### config.mk
export PLATFORM = sky130hd
export DESIGN_NAME = ifu_fetch
export DESIGN_NICKNAME = d
export VERILOG_FILES = /design/src/rtl/ifu_fetch_pkg.sv /design/src/rtl/ifu_fetch.sv
export SDC_FILE = /design/constraint.sdc
export NUM_CORES = 1
export LEC_CHECK = 0
export CAP_MARGIN = 20
export CORE_ASPECT_RATIO = 1.4
export CORE_UTILIZATION = 60
export CTS_CLUSTER_DIAMETER = 200
export DETAILED_ROUTE_END_ITERATION = 7
export DONT_BUFFER_PORTS = 1
export PLACE_DENSITY = 0.73
export SLEW_MARGIN = 20
export SYNTH_ARGS = -nofsm -noshare
export SYNTH_HDL_FRONTEND = slang
export SYNTH_SLANG_ARGS = --single-unit
### constraint.sdc
create_clock -name clk -period 2.9 [get_ports clk]
set_input_delay 0.58 -clock clk [delete_from_list [all_inputs] [get_ports clk]]
set_output_delay 0.58 -clock clk [all_outputs]
set_load 0.05 [all_outputs]
### src/rtl/ifu_fetch_pkg.sv
// Shared types and defaults for the instruction fetch stage.
//   state_e        : 2-bit FSM encoding (BOOT/REQ/WAIT/HOLD)
//   *_DEF          : default PC width, reset PC and NOP instruction
//   resp_is_fault  : classifies an AXI-lite read response
package ifu_fetch_pkg;

  typedef enum logic [1:0] {
    ST_BOOT = 2'd0,
    ST_REQ  = 2'd1,
    ST_WAIT = 2'd2,
    ST_HOLD = 2'd3
  } state_e;

  localparam int unsigned DATA_LEN_DEF = 32;
  localparam logic [31:0] RST_PC_DEF   = 32'h8000_0000;
  localparam logic [31:0] NOP_INST_DEF = 32'h0000_0013;
  localparam logic [1:0]  RESP_OKAY    = 2'b00;

  // Any response other than OKAY is treated as a fetch fault.
  function automatic logic resp_is_fault(input logic [1:0] resp);
    return (resp != RESP_OKAY);
  endfunction

endpackage

### src/rtl/ifu_fetch.sv
// Instruction fetch stage. Holds the PC, issues one AXI-lite read per
// instruction (at most one outstanding) and hands {inst, PC} to decode over
// a valid/ready handshake. Execute can redirect the PC with jump_valid/jump_pc.
// Ports:
//   clk, rst_n                   : clock, async active-low reset
//   araddr/arvalid/arready       : read address channel
//   rdata/rresp/rvalid/rready    : read data channel
//   inst/PC/inst_valid/inst_ready: instruction to decode
//   inst_fault                   : held inst came from a non-OKAY response
//   jump_valid/jump_pc           : redirect request from execute
module ifu_fetch
  import ifu_fetch_pkg::*;
#(
  parameter int unsigned          DATA_LEN = DATA_LEN_DEF,
  parameter logic [DATA_LEN-1:0]  RST_PC   = RST_PC_DEF,
  parameter logic [31:0]          NOP_INST = NOP_INST_DEF
) (
  input  logic                clk,
  input  logic                rst_n,
  output logic [DATA_LEN-1:0] araddr,
  output logic                arvalid,
  input  logic                arready,
  input  logic [31:0]         rdata,
  input  logic [1:0]          rresp,
  input  logic                rvalid,
  output logic                rready,
  output logic [31:0]         inst,
  output logic [DATA_LEN-1:0] PC,
  output logic                inst_valid,
  input  logic                inst_ready,
  output logic                inst_fault,
  input  logic                jump_valid,
  input  logic [DATA_LEN-1:0] jump_pc
);

  state_e              state_q, state_d;
  logic [DATA_LEN-1:0] pc_q, pc_d;
  logic [31:0]         inst_q, inst_d;
  logic                fault_q, fault_d;
  logic                redir_q, redir_d;
  logic [DATA_LEN-1:0] redir_pc_q, redir_pc_d;
  logic [DATA_LEN-1:0] target_s;

  // A jump arriving this cycle overrides any pending redirect.
  assign target_s = jump_valid ? jump_pc : redir_pc_q;

  // State and datapath registers.
  always_ff @(posedge clk or negedge rst_n) begin
    if (!rst_n) begin
      state_q    <= ST_BOOT;
      pc_q       <= RST_PC;
      inst_q     <= NOP_INST;
      fault_q    <= 1'b0;
      redir_q    <= 1'b0;
      redir_pc_q <= {DATA_LEN{1'b0}};
    end else begin
      state_q    <= state_d;
      pc_q       <= pc_d;
      inst_q     <= inst_d;
      fault_q    <= fault_d;
      redir_q    <= redir_d;
      redir_pc_q <= redir_pc_d;
    end
  end

  // Next-state logic.
  always_comb begin
    state_d = state_q;
    case (state_q)
      ST_BOOT: state_d = ST_REQ;
      ST_REQ: begin
        if (arready) state_d = ST_WAIT;
        else         state_d = ST_REQ;
      end
      ST_WAIT: begin
        if (rvalid) state_d = (redir_q || jump_valid) ? ST_REQ : ST_HOLD;
        else        state_d = ST_WAIT;
      end
      ST_HOLD: begin
        // Redirect beats the handshake; both leave HOLD.
        if (jump_valid || inst_ready) state_d = ST_REQ;
        else                          state_d = ST_HOLD;
      end
      default: state_d = ST_BOOT;
    endcase
  end

  // Next-PC mux, instruction latch and redirect bookkeeping.
  always_comb begin
    pc_d       = pc_q;
    inst_d     = inst_q;
    fault_d    = fault_q;
    redir_d    = redir_q;
    redir_pc_d = redir_pc_q;
    case (state_q)
      ST_BOOT: begin
        if (jump_valid) pc_d = jump_pc;
        else            pc_d = pc_q;
      end
      ST_REQ: begin
        // The request is never withdrawn; remember the jump for later.
        if (jump_valid) begin
          redir_d    = 1'b1;
          redir_pc_d = jump_pc;
        end else begin
          redir_d    = redir_q;
        end
      end
      ST_WAIT: begin
        if (rvalid) begin
          if (redir_q || jump_valid) begin
            pc_d    = target_s;
            redir_d = 1'b0;
          end else begin
            inst_d  = resp_is_fault(rresp) ? NOP_INST : rdata;
            fault_d = resp_is_fault(rresp);
          end
        end else if (jump_valid) begin
          redir_d    = 1'b1;
          redir_pc_d = jump_pc;
        end else begin
          redir_d    = redir_q;
        end
      end
      ST_HOLD: begin
        if (jump_valid)      pc_d = jump_pc;
        else if (inst_ready) pc_d = pc_q + DATA_LEN'(32'd4);
        else                 pc_d = pc_q;
      end
      default: pc_d = pc_q;
    endcase
  end

  // Handshake outputs decoded from the registered state.
  always_comb begin
    arvalid    = 1'b0;
    rready     = 1'b0;
    inst_valid = 1'b0;
    case (state_q)
      ST_REQ:  arvalid    = 1'b1;
      ST_WAIT: rready     = 1'b1;
      ST_HOLD: inst_valid = 1'b1;
      default: begin
        arvalid    = 1'b0;
        rready     = 1'b0;
        inst_valid = 1'b0;
      end
    endcase
  end

  assign araddr     = pc_q;
  assign PC         = pc_q;
  assign inst       = inst_q;
  assign inst_fault = fault_q;

endmodule
==> flow_results.xml <==
<?xml version="1.0" encoding="UTF-8"?>
<metrics>
  <group name="status">
    <metric name="run_status" unit="">completed</metric>
  </group>
  <group name="setup_path">
    <metric name="critPathKind" unit="">reg -&gt; out</metric>
    <metric name="worst_ep_required_time" unit="ns">2.32</metric>
    <metric name="cp.arrival" unit="ns">1.80</metric>
    <metric name="start_kind" unit="">flip-flop</metric>
    <metric name="critPathCaptureType" unit="">primary output</metric>
    <metric name="path_max_fanout" unit="">17</metric>
  </group>
  <group name="timing">
    <metric name="final-max-slew-violation-count" unit="">0</metric>
    <metric name="report.final.hold_viol_count" unit="">0</metric>
    <metric name="timing_worst_slew_pin_value" unit="ns">0.934</metric>
    <metric name="hold_ws" unit="ns">0.0720</metric>
    <metric name="max_freq" unit="MHz">420</metric>
    <metric name="finalWorstPathRequiredPeriod" unit="ns">2.38</metric>
    <metric name="clock-skew-final" unit="ns">0.00891</metric>
    <metric name="timing.max_slew.rel_slack" unit="">0.377</metric>
    <metric name="rsz0062_at_grt" unit="">no</metric>
    <metric name="setup-violations-final" unit="">0</metric>
    <metric name="fin_crit_sh" unit="">0.821</metric>
    <metric name="fin_setup_tns" unit="ns">0</metric>
  </group>
  <group name="synth">
    <metric name="synth-seq-area-share" unit="">0.473</metric>
    <metric name="synth_edf_count" unit="">0</metric>
    <metric name="synthDominantCellAreaShare" unit="">0.454</metric>
    <metric name="yosysWarnings" unit="">0</metric>
    <metric name="synth.area.top_cells" unit="">dfrtp_1 45%, mux2_2 6.8%, a22o_1 5.1%, buf_4 4.5%, o21ai_0 3.8%</metric>
    <metric name="synth_nets" unit="">590</metric>
    <metric name="synthesis.area_per_instance" unit="µm²">10.2</metric>
    <metric name="asyncSetResetFlopFracSynth" unit="">1.00</metric>
    <metric name="synth-main-ff-cell" unit="">dfrtp_1</metric>
    <metric name="syn-cell-area" unit="mm²">0.00530</metric>
    <metric name="post_synth_inst_count" unit="">517</metric>
    <metric name="yosysTopAreaCell" unit="">dfrtp_1</metric>
    <metric name="number_of_synthesized_register_bits" unit="">100</metric>
    <metric name="yosys.cell_types.count" unit="">55</metric>
  </group>
  <group name="layout">
    <metric name="stdcell_area" unit="mm²">0.00574</metric>
    <metric name="number_of_inserted_diodes" unit="">0</metric>
    <metric name="finish.net_count" unit="">586</metric>
    <metric name="final_common_cell" unit="">dfrtp_1</metric>
    <metric name="share_of_final_layout_standard_cells_stronger_than_drive_strength_1" unit="">0.210</metric>
    <metric name="n_fill_cell" unit="">700</metric>
    <metric name="most_frequent_cells_in_the_layout" unit="">96 x dfrtp_1, 46 x buf_4, 40 x o21ai_0</metric>
    <metric name="fin_cells" unit="">623</metric>
    <metric name="areaGrowthSynthToFinish" unit="%">8.46</metric>
  </group>
  <group name="drt">
    <metric name="wl" unit="µm">13600</metric>
    <metric name="wl_per_cell" unit="µm">21.8</metric>
    <metric name="vias_after_detailed_routing" unit="">4184</metric>
    <metric name="drtAntennaViolNets" unit="">0</metric>
    <metric name="drt-pass1-iter-count" unit="">5</metric>
    <metric name="violation_count_after_the_first_detailed_route_iteration" unit="">280</metric>
    <metric name="drt_drc_violations_left" unit="">0</metric>
    <metric name="route.detailed.vias_per_inst" unit="">6.72</metric>
  </group>
  <group name="power">
    <metric name="max-vdd-ir-drop" unit="mV">0.910</metric>
    <metric name="p_leak" unit="nW">2.48</metric>
    <metric name="power_density" unit="mW/mm²">1400</metric>
  </group>
  <group name="die">
    <metric name="die_area" unit="mm²">0.00921</metric>
    <metric name="initial_utilization" unit="">0.619</metric>
    <metric name="ios" unit="">172</metric>
    <metric name="die_height" unit="µm">113</metric>
    <metric name="placementRows" unit="">40</metric>
    <metric name="core_region_area" unit="mm²">0.00856</metric>
    <metric name="dieWidth" unit="µm">81.4</metric>
  </group>
  <group name="clock_network">
    <metric name="clock_tree.buffer_depth" unit="">2</metric>
    <metric name="clock-sinks" unit="">100</metric>
    <metric name="worstSkewPairLatency" unit="ns">0.35</metric>
    <metric name="cts.repair.resized" unit="">0</metric>
    <metric name="cts_hold_repair.buffers" unit="">1</metric>
    <metric name="post-cts-setup-buffers" unit="">0</metric>
    <metric name="clkSlewWorstSetupHoldPaths" unit="ns">0.07</metric>
    <metric name="cts_inserted_buffers" unit="">9</metric>
    <metric name="tritoncts" unit="">built</metric>
    <metric name="htreeDepth" unit="">3</metric>
    <metric name="cell_chosen_for_the_clock_root" unit="">clkbuf_16</metric>
  </group>
  <group name="placed_design">
    <metric name="port-buffer-count" unit="">0</metric>
    <metric name="cell_area_after_placement" unit="mm²">0.00540</metric>
    <metric name="detailedPlacementHpwl" unit="µm">9560</metric>
    <metric name="place_congestion" unit="">0.924</metric>
    <metric name="placed_cells" unit="">606</metric>
  </group>
  <group name="global_routing">
    <metric name="groute.usage.overall" unit="">0.311</metric>
    <metric name="grt_pass1_wl" unit="µm">21200</metric>
    <metric name="maximum_number_of_pins_on_one_net_before_global_route_repair" unit="">97</metric>
    <metric name="antenna_violations_before_repair" unit="">0</metric>
    <metric name="grt_pass1_vias" unit="">4154</metric>
    <metric name="grt_remaining_overflow" unit="">0</metric>
  </group>
  <group name="min_path">
    <metric name="timing.hold.worst.class" unit="">in -&gt; async</metric>
  </group>
  <group name="flow_run">
    <metric name="timing.max_cap.violations" unit="">0</metric>
  </group>
</metrics>
## flip-flops by register name, indices dropped and copies added (netlist names)
| register | cells |
|---|---|
| inst_fault | 1 |
| inst | 32 |
| state_q | 2 |
| PC | 32 |
| redir_pc_q | 32 |
| redir_q | 1 |
## worst max-delay path, cell delays in order, from the launching register on
cell,delay (ns)
dfrtp_1,0.52
buf_4,0.30
nand2_1,0.23
inv_1,0.39
## per-layer routing
layer | GRT usage | up-vias | part of all wire
met5 | 0 | - | 0
met4 | 0.176 | 0 | 0.042
met3 | 0.0887 | 47 | 0.085
met2 | 0.508 | 199 | 0.50
met1 | 0.357 | 2057 | 0.38
li1 | - | 1881 | -
## cell families (layout without fill, tap and decap cells)
logic type      count (synthesis)  count (layout)  synth area share
simple gates                  132             132             0.137
compound gates                162             162             0.214
fa+ha+maj                       1               1           0.00236
flops                         100             100             0.473
xor+xnor                       11              11            0.0182
buf+inv                        77              78            0.0824
mux                            34              34            0.0718
## area by class of cell
class,count,area [µm²],share of cell area
Clock buffer,10,239,0.0416
Tap cell,105,131,0.0229
Inverter,15,56.3,0.00980
Sequential cell,100,2510,0.437
Clock inverter,6,76.3,0.0133
Timing Repair Buffer,47,373,0.0649
Multi-Input combinational cell,340,2360,0.411
## Yosys cell counts (3+ instances only)
master / n
o31a_1: 3
xor2_1: 8
nor4_1: 3
nor3_1: 6
nand3_1: 17
a22o_1: 31
o21ai_0: 40
a31oi_1: 7
dfstp_2: 4
dfrtp_1: 96
a22oi_1: 4
nand2_1: 36
a221o_1: 6
buf_4: 32
o22a_1: 3
or3_1: 3
xnor2_1: 3
nand4_1: 10
inv_1: 15
clkbuf_1: 10
a21oi_1: 28
a211oi_1: 5
and3_1: 13
nor2_1: 22
a221oi_1: 4
o22ai_1: 4
nor2b_1: 5
buf_1: 3
o211ai_1: 9
nand2b_1: 4
buf_2: 16
mux2_2: 32
## where the power goes
group          internal [mW]  switching, mW  total, mW
registers               1.97          0.878       2.85
logic                   1.12           2.80       3.92
clock network          0.709          0.547       1.26
total                   3.80           4.23       8.02
## metrics by stage
step                setup WS (ns)   util  power [mW]
finish                      0.520  0.671        8.02
global route                0.449  0.671        8.40
CTS                         0.523  0.671        8.02
detailed placement          0.605  0.631        6.73
global placement            0.651  0.631        6.64
floorplan                   0.584      -        6.13
## final timing paths
kind                                start              to  slack, ns  cells after the start
max in group asynchronous           rst_n  redir_pc_q[19]       2.38                      1
min in group clk                  arready      state_q[0]       0.34                      1
setup reg to reg               state_q[0]          PC[16]       0.67                      5
hold / removal                      rst_n         inst[4]       0.07                      0
hold reg to reg            redir_pc_q[17]  redir_pc_q[17]       0.51                      2
setup / recovery               state_q[0]      inst_valid       0.52                      3
Note: power is estimated with default switching activity, not from simulation.
